[config.mk]
export PLATFORM = sky130hd
export DESIGN_NAME = average_threshold_monitor
export DESIGN_NICKNAME = d
export VERILOG_FILES = /design/src/rtl/average_threshold_monitor.sv
export SDC_FILE = /design/constraint.sdc
export NUM_CORES = 1
export LEC_CHECK = 0
export CAP_MARGIN = 10
export CORE_UTILIZATION = 25
export CTS_CLUSTER_DIAMETER = 100
export DETAILED_ROUTE_END_ITERATION = 10
export PLACE_DENSITY = 0.51
export SYNTH_ARGS = -nofsm -noshare
export SYNTH_HDL_FRONTEND = slang
export SYNTH_SLANG_ARGS = --single-unit
[constraint.sdc]
create_clock -name clk -period 1.9 [get_ports clk]
set_clock_uncertainty 0.15 [all_clocks]
set_input_delay 0.38 -clock clk [delete_from_list [all_inputs] [get_ports clk]]
set_output_delay 0.38 -clock clk [all_outputs]
set_load 0.02 [all_outputs]
[src/rtl/average_threshold_monitor.sv]
// average_threshold_monitor
// Watches the running-average stream and raises a debounced alarm with
// hysteresis: arm when the average stays above HI_THRESH for DEBOUNCE
// consecutive samples, release when it stays below LO_THRESH for DEBOUNCE
// consecutive samples. Emits one-cycle rise/fall pulses and counts rise
// events in a saturating 16-bit counter. The first WARMUP samples after
// reset are ignored while the upstream averaging window fills.
// Optional: define PEAK_TRACK_EN to add peak_o, the largest average seen
// during the current or most recent alarm episode.
module average_threshold_monitor #(
    parameter logic [31:0] HI_THRESH = 32'd200,
    parameter logic [31:0] LO_THRESH = 32'd100,
    parameter int          DEBOUNCE  = 4,
    parameter int          WARMUP    = 4
) (
    input  logic        clk,
    input  logic        reset,
    input  logic [31:0] average_i,
    input  logic        clear_i,
    output logic        ready_o,
    output logic        alarm_o,
    output logic        rise_o,
    output logic        fall_o,
    output logic [15:0] event_count_o,
    output logic [1:0]  state_o
`ifdef PEAK_TRACK_EN
    ,
    output logic [31:0] peak_o
`endif
);

    localparam int DB_W      = $clog2(DEBOUNCE + 1);
    localparam int WU_W      = (WARMUP < 1) ? 1 : $clog2(WARMUP + 1);
    localparam int WU_LAST_I = (WARMUP > 0) ? WARMUP - 1 : 0;

    localparam logic [DB_W:0]   DB_LAST = (DB_W + 1)'(DEBOUNCE);
    localparam logic [WU_W-1:0] WU_LAST = WU_W'(WU_LAST_I);

    typedef enum logic [1:0] {
        LOW       = 2'b00,
        ARMING    = 2'b01,
        ALARM     = 2'b10,
        DISARMING = 2'b11
    } state_t;

    state_t          state;
    logic [DB_W-1:0] db_cnt;
    logic [WU_W-1:0] wu_cnt;

    logic above_hi;
    logic below_lo;
    logic db_hit;
    logic enter_alarm;

    assign above_hi = (average_i > HI_THRESH);
    assign below_lo = (average_i < LO_THRESH);
    // This sample completes the run of DEBOUNCE qualifying samples.
    assign db_hit   = (({1'b0, db_cnt} + (DB_W + 1)'(1)) == DB_LAST);

    // Arming edge: the FSM leaves LOW/ARMING for ALARM at this clock edge.
    assign enter_alarm = ready_o && above_hi &&
                         (((state == LOW) && (DEBOUNCE == 1)) ||
                          ((state == ARMING) && db_hit));

    assign alarm_o = state[1];
    assign state_o = state;

    // Warm-up: count ignored samples until the upstream window is full.
    always_ff @(posedge clk) begin
        if (reset) begin
            wu_cnt  <= '0;
            ready_o <= (WARMUP == 0);
        end else if (!ready_o) begin
            wu_cnt <= wu_cnt + WU_W'(1);
            if (wu_cnt == WU_LAST) begin
                ready_o <= 1'b1;
            end
        end
    end

    // Hysteresis/debounce FSM with registered rise/fall pulses.
    always_ff @(posedge clk) begin
        if (reset) begin
            state  <= LOW;
            db_cnt <= '0;
            rise_o <= 1'b0;
            fall_o <= 1'b0;
        end else begin
            rise_o <= 1'b0;
            fall_o <= 1'b0;
            if (ready_o) begin
                case (state)
                    LOW: begin
                        if (above_hi) begin
                            if (DEBOUNCE == 1) begin
                                state  <= ALARM;
                                rise_o <= 1'b1;
                                db_cnt <= '0;
                            end else begin
                                state  <= ARMING;
                                db_cnt <= DB_W'(1);
                            end
                        end
                    end
                    ARMING: begin
                        if (above_hi) begin
                            if (db_hit) begin
                                state  <= ALARM;
                                rise_o <= 1'b1;
                                db_cnt <= '0;
                            end else begin
                                db_cnt <= db_cnt + DB_W'(1);
                            end
                        end else begin
                            state  <= LOW;
                            db_cnt <= '0;
                        end
                    end
                    ALARM: begin
                        // Anything at or above LO_THRESH keeps the alarm,
                        // including the band between the two thresholds.
                        if (below_lo) begin
                            if (DEBOUNCE == 1) begin
                                state  <= LOW;
                                fall_o <= 1'b1;
                                db_cnt <= '0;
                            end else begin
                                state  <= DISARMING;
                                db_cnt <= DB_W'(1);
                            end
                        end
                    end
                    DISARMING: begin
                        if (below_lo) begin
                            if (db_hit) begin
                                state  <= LOW;
                                fall_o <= 1'b1;
                                db_cnt <= '0;
                            end else begin
                                db_cnt <= db_cnt + DB_W'(1);
                            end
                        end else begin
                            // Aborted release: back to ALARM without a new rise.
                            state  <= ALARM;
                            db_cnt <= '0;
                        end
                    end
                    default: begin
                        state  <= LOW;
                        db_cnt <= '0;
                    end
                endcase
            end
        end
    end

    // Saturating rise-event counter; clear wins over a coincident rise.
    always_ff @(posedge clk) begin
        if (reset) begin
            event_count_o <= '0;
        end else if (clear_i) begin
            event_count_o <= '0;
        end else if (rise_o && (event_count_o != 16'hFFFF)) begin
            event_count_o <= event_count_o + 16'd1;
        end
    end

`ifdef PEAK_TRACK_EN
    // Peak tracker: load on arming edge, running max while alarmed, else hold.
    always_ff @(posedge clk) begin
        if (reset || clear_i) begin
            peak_o <= '0;
        end else if (enter_alarm) begin
            peak_o <= average_i;
        end else if (state[1] && (average_i > peak_o)) begin
            peak_o <= average_i;
        end
    end
`endif

endmodule

* Word level (Yosys, flattened, before mapping)
Cells that the tools add are included.
** Word-level totals
- Register bits after elaboration :: 27
- Latch bits :: 0
- Memory bits (writable) :: 0
- Bits in read-only memories :: 0
- Input port bits :: 35
- Output and inout bits :: 22
- Logic and storage cells :: 51
- Memories kept :: 0
** Operators by class
- $add $sub $neg :: 4
- Multipliers :: 0
- Div/mod/pow operators :: 0
- Magnitude comparators :: 2
- Eq/ne operators :: 10
- Shift operators :: 0
- Mux-type cells :: 16
- Bitwise operators :: 5
- Reductions and logical operators :: 7
** Operators by type and width (count)
- 32-bit by 8-bit > comparator with 1-bit output (second input constant) :: 1
- 32-bit by 7-bit less-than comparator with 1-bit output (second input constant) :: 1
- 16-bit by 1-bit adder with 16-bit output (second input constant) :: 1
- 16-bit != test (second input constant) :: 1
- 3-bit two-way mux :: 5
- 2-bit two-way mux :: 6
- 3-bit one-hot mux with 4 select lines :: 1
- 2-bit one-hot mux with 4 select lines :: 1
- 4-bit OR reduction :: 2
- 3-bit by 1-bit adder with 3-bit output (second input constant) :: 2
- 3-bit != test (second input constant) :: 2
- 1-bit inverter :: 5
- 5-bit AND reduction :: 1
- 3-bit by 1-bit adder with 4-bit output (second input constant) :: 1
- 2-bit == test (second input constant) :: 2
- 4-bit by 3-bit == test with 1-bit output (second input constant) :: 1
- 2-bit != test (second input constant) :: 2
- 3-bit by 2-bit == test with 1-bit output (second input constant) :: 1
- 1-bit two-way mux :: 3
- 3-bit AND reduction :: 1
- 2-bit by 1-bit == test with 1-bit output (second input constant) :: 1
- 2-bit logical NOT :: 1
- 2-bit OR reduction :: 1
- 1-bit logical AND :: 1

* Longest topological paths before layout
- Depth after elaboration :: 5
- Mapped depth :: 7
- Depth with buffers taken out :: 6

* Least setup slack after synthesis
OpenSTA, ideal clock, no wires.
- Kind :: register to register
- From :: register event_count_o[0]
- To :: register event_count_o[1]
- Setup time :: 0.121 ns
- Arrival time :: 1.707 ns
- Required time :: 1.629 ns
- Setup slack :: -0.079 ns
- Stages on the path, launching flop included :: 8
- Path buffers :: 1
- Period minus slack after synthesis :: 1.979 ns
- Cells stage by stage :: dfxtp_1 > ha_1 > nand2_1 > or2_2 > clkbuf_1 > o21ai_2 > mux2i_1 > nor2_1
** Between the ends
- Cells in the longest elaborated chain, start to end :: 2
- Elaborated cells on any way between the ends :: 3
- Those cells by class :: add/sub (1); eq/ne (1); reduce/logical (1)
** Ends and longest elaborated chain
- start: declaration :: line 24 : output logic [15:0] event_count_o,
- start signal: assignment :: line 164 : event_count_o <= event_count_o + 16'd1;
- branches (longest 2 deep; another with 16-bit by 1-bit adder with 16-bit output)
Several ways; the timed one is not identified.
A chain may end at the register's enable or synchronous reset.

* Final worst setup path
- From :: input average_i[23]
- To :: register state[0] (netlist: state_o[0])
** Between the ends
- Cells in the longest elaborated chain, start to end :: 3
- Elaborated cells on any way between the ends :: 10
- Those cells by class :: order compare (2); eq/ne (4); mux (3); reduce/logical (1)
** Ends and longest elaborated chain
- start: declaration :: line 18 : input logic [31:0] average_i,
- 32-bit by 7-bit less-than comparator with 1-bit output or 32-bit by 8-bit > comparator with 1-bit output (tied branches) :: line 56, 55
- 3-bit != test (no source line) (tied with other cells)
- 5-bit AND reduction (no source line) or 2-bit one-hot mux with 4 select lines (tied branches)
- end signal: assignment :: line 84 : state <= LOW;
- end signal: assignment :: line 96 : state <= ALARM;
- end signal: assignment :: line 100 : state <= ARMING;
- end: declaration :: line 46 : state_t state;
Parallel ways exist; a longest one is shown, timed or not.

==> impl_metrics.env <==
export IMPL_status="finished, final reports clean"
export IMPL_totalPowerFinal_w=0.001108
export IMPL_hold_viol=0
export IMPL_ys_seq_area_frac=0.3744
export IMPL_die_y_um=78.00
export IMPL_pin_count=57
export IMPL_min_from="wu_cnt[2]"
export IMPL_synth_cell_types=44
export IMPL_clk_latency_ps=270
export IMPL_place_gp_congestion=0.7487
export IMPL_n_fill_cell=592
export IMPL_p_comb_frac=0.162
export IMPL_htreeDepth=1
export IMPL_cts_root_buf="clkbuf_8"
export IMPL_clkSinkCount=27
export IMPL_die_area_um2=6083
export IMPL_start_kind="primary input"
export IMPL_cts_hold_buf=0
export IMPL_end_kind="register"
export IMPL_peakVddDrop_mv=0.2550
export IMPL_r2r_end="state_o[0]"
export IMPL_setup_viol=0
export IMPL_yosys_warnings=0
export IMPL_drc=0
export IMPL_syn_instance_count=164
export IMPL_synth_edf_count=0
export IMPL_viasPerCell=4.692
export IMPL_synth_xor_area_share=0.07886
export IMPL_critPathSlowestCell="clkdlybuf4s50_1"
export IMPL_synth_compound_area_frac=0.1629
export IMPL_port_buffers=56
export IMPL_ff2ff_setup_slack_ps=100
export IMPL_synth_area_top_cells="dfxtp_1, xor2_1, nor2_1"
export IMPL_cts_tree="done"
export IMPL_clk_pin_slew_ps=90
export IMPL_synth_ff_type="dfxtp_1"
export IMPL_grt_pass1_wl_um=6451
export IMPL_async_flop_share=0
export IMPL_wirelength_um=3837
export IMPL_crit_path_cell_trace="clkdlybuf4s50_1 > nor4_2 > and2_1 > a311o_1 > and3b_1 > a311oi_2"
export IMPL_synth_seq_cells=27
export IMPL_cts_buffer_depth=2
export IMPL_clkPwrFrac=0.291
export IMPL_synth_top_area_frac=0.3744
export IMPL_num_rows=27
export IMPL_leakagePower_nw=1.111
export IMPL_worstHoldPathCells=2
export IMPL_dp_hpwl_um=2985
export IMPL_first_pass_iters=4
export IMPL_syn_cell_area_um2=1444
export IMPL_die_w_um=78.00
export IMPL_placed_area_um2=2205
export IMPL_overflow=0
export IMPL_muxShareOfSynthArea=0.01386
export IMPL_min_to="wu_cnt[2]"
export IMPL_area_sequential_um2=543.0
export IMPL_critPathMaxFanout=4
export IMPL_wire_per_inst_um=12.46
export IMPL_antenna_left=0
export IMPL_slew_viol_final=0
export IMPL_diodes=0
export IMPL_synth_area_per_cell_um2=8.804
export IMPL_yosys_area_share_simple=0.2894
export IMPL_intPower_w=0.0008297
export IMPL_finalNetCount=277
export IMPL_cp_arrival_ps=1890
export IMPL_numCtsBuffers=3
export IMPL_reg2reg_depth=4
export IMPL_routed_via_count=1445
export IMPL_synth_top_family_by_area="simple AND/OR/NAND/NOR gates"
export IMPL_max_cap_viol_count=0
export IMPL_hold_path_class="register to register"
export IMPL_grt_pass1_vias=1435
export IMPL_drive_gt1_frac=0.2203
export IMPL_final_area_um2=2338
export IMPL_syn_num_nets=204
export IMPL_antenna_found_initial=0
export IMPL_crit_required_ps=1940
export IMPL_timing_fmax_ghz=0.5403
export IMPL_netSwitchingFraction=0.2510
export IMPL_max_slew_margin_rel=0.8097
export IMPL_worstMarginPinSlew_ps=285.1
export IMPL_synth_top_area_cell="dfxtp_1"
export IMPL_drt_iter0_drc=41
export IMPL_critPathMaxStageDelay_ps=470
export IMPL_p_seq_frac=0.547
export IMPL_core_um2=5540
export IMPL_regToRegStartpoint="state_o[1]"
export IMPL_powerDensity_nw_per_um2=473.7
export IMPL_yosys_area_share_adder=0.04333
export IMPL_floorplan_initialDensity=0.2606
export IMPL_p_switching_w=0.0002780
export IMPL_multi_input_area_um2=935.9
export IMPL_post_route_period_util=0.9742
export IMPL_fin_crit_ps=1851
export IMPL_crit_type="primary input to register"
export IMPL_grt_max_degree=16
export IMPL_gr_usage_all_layers=0.1324
export IMPL_syn_to_final_growth_pct=61.96
## cells by family (layout without fill, tap and decap cells)
family                   after synthesis  count (layout)
AND/OR/NAND/NOR                       72              72
XOR/XNOR                              13              13
AO/OA/AOI/OAI                         32              32
buffers and inverters                 13              85
multiplexers                           2               2
flip-flops                            27              27
adder cells (fa/ha/maj)                5               5
## timing repair
item,4_1_cts,5_1_grt
setup buffers,1,0
setup endpoints to repair,9,16
cloned,0,0
pin swaps,19,13
resized for setup,31,45
## per-stage QoR
| stage | setup TNS (ps) | setup WS (ps) | utilization | cells | hold slack (ps) |
|---|---|---|---|---|---|
| after detailed placement | -2993 | -540.9 | 0.3979 | 303 | 330.5 |
| after global routing | -61.03 | -61.03 | 0.4221 | 308 | 376.2 |
| after floorplan | 0 | 24.91 | - | 164 | 304.4 |
| final | 0 | 49.01 | 0.4221 | 308 | 348.1 |
| after CTS | -15.52 | -15.52 | 0.4106 | 308 | 353.5 |
| after global placement | -2886 | -503.7 | 0.3979 | 303 | 317.5 |
## worst max path at each step
stage	startpoint	endpoint	slack, ps	cells after the start
floorplan	event_count_o[0]	event_count_o[1]	20	7
global placement	average_i[19]	state_o[0]	-500	6
detailed placement	average_i[19]	state_o[0]	-540	6
CTS	average_i[13]	state_o[0]	-20	6
global route	average_i[9]	state_o[0]	-60	6
finish	average_i[23]	state_o[0]	50	6
## worst max-delay path, delay by kind of cell
family,cells,cell delay (ps)
buffers and inverters,1,470
and+or+nand+nor,3,420
AOI/OAI and AO/OA,2,620
## power by group through the flow
stage / Clock (W) / Sequential (W) / Combinational [W]
2_1_floorplan: 0 / 0.000617 / 0.0000764
3_3_place_gp: 0 / 0.000617 / 0.000185
3_5_place_dp: 0 / 0.000618 / 0.000187
4_1_cts: 0.000348 / 0.000605 / 0.000178
5_1_grt: 0.000371 / 0.000610 / 0.000203
6_report: 0.000323 / 0.000606 / 0.000179
## routing by layer
| metal | vias up | track usage | routed length (µm) |
|---|---|---|---|
| met1 | 671 | 0.1781 | 1854 |
| met4 | 0 | 0.02963 | 23 |
| met3 | 5 | 0.02824 | 110 |
| met5 | - | 0 | 0 |
| li1 | 751 | - | - |
| met2 | 18 | 0.2159 | 1848 |
## cell usage after synthesis (3+ instances only)
cell	n
a21oi_1	6
clkbuf_1	5
o211ai_1	6
nor2_1	22
nand4_1	4
o2111ai_1	5
inv_1	5
nand2_1	8
ha_1	5
nor3_1	3
and4_1	3
and2_1	3
nand3_1	8
xor2_1	13
nor4_2	3
dfxtp_1	27
## sequential cells by signal, summed over array words and instances (netlist names)
signal	cells
wu_cnt	3
state_o	2
db_cnt	3
event_count_o	16
rise_o	1
ready_o	1
fall_o	1
## layout make-up
type	count	share of cell area
Multi-Input combinational cell	124	0.4002
Timing Repair Buffer	76	0.3012
Sequential cell	27	0.2322
Tap cell	72	0.03852
Clock buffer	3	0.01766
Inverter	5	0.008026
Clock inverter	1	0.002140
## layout by cell type (no fill, tap or decap), types with 2 or more instances in the layout
master | netlist | final
o2111ai_1 | 5 | 4
mux2i_1 | 2 | 2
nand3_1 | 8 | 8
dfxtp_2 | 0 | 2
nor4_2 | 3 | 3
nand2_1 | 8 | 8
o211ai_1 | 6 | 6
nor2b_1 | 2 | 2
nor3b_1 | 2 | 2
inv_1 | 5 | 5
nor4_4 | 1 | 3
and2_1 | 3 | 3
o311ai_2 | 0 | 2
or2_2 | 2 | 2
o21ai_0 | 2 | 2
nor3_1 | 3 | 3
xor2_1 | 13 | 13
dfxtp_1 | 27 | 25
a21oi_1 | 6 | 5
dlygate4sd2_1 | 0 | 13
clkbuf_8 | 0 | 3
or4_1 | 2 | 2
buf_4 | 1 | 20
nor2_1 | 22 | 22
ha_1 | 5 | 5
nand4_1 | 4 | 4
or3_1 | 2 | 2
clkdlybuf4s50_1 | 0 | 12
dlymetal6s2s_1 | 0 | 20
clkdlybuf4s15_1 | 0 | 3
clkbuf_2 | 0 | 8
and4_1 | 3 | 2
(Power assumes the default switching activity.)
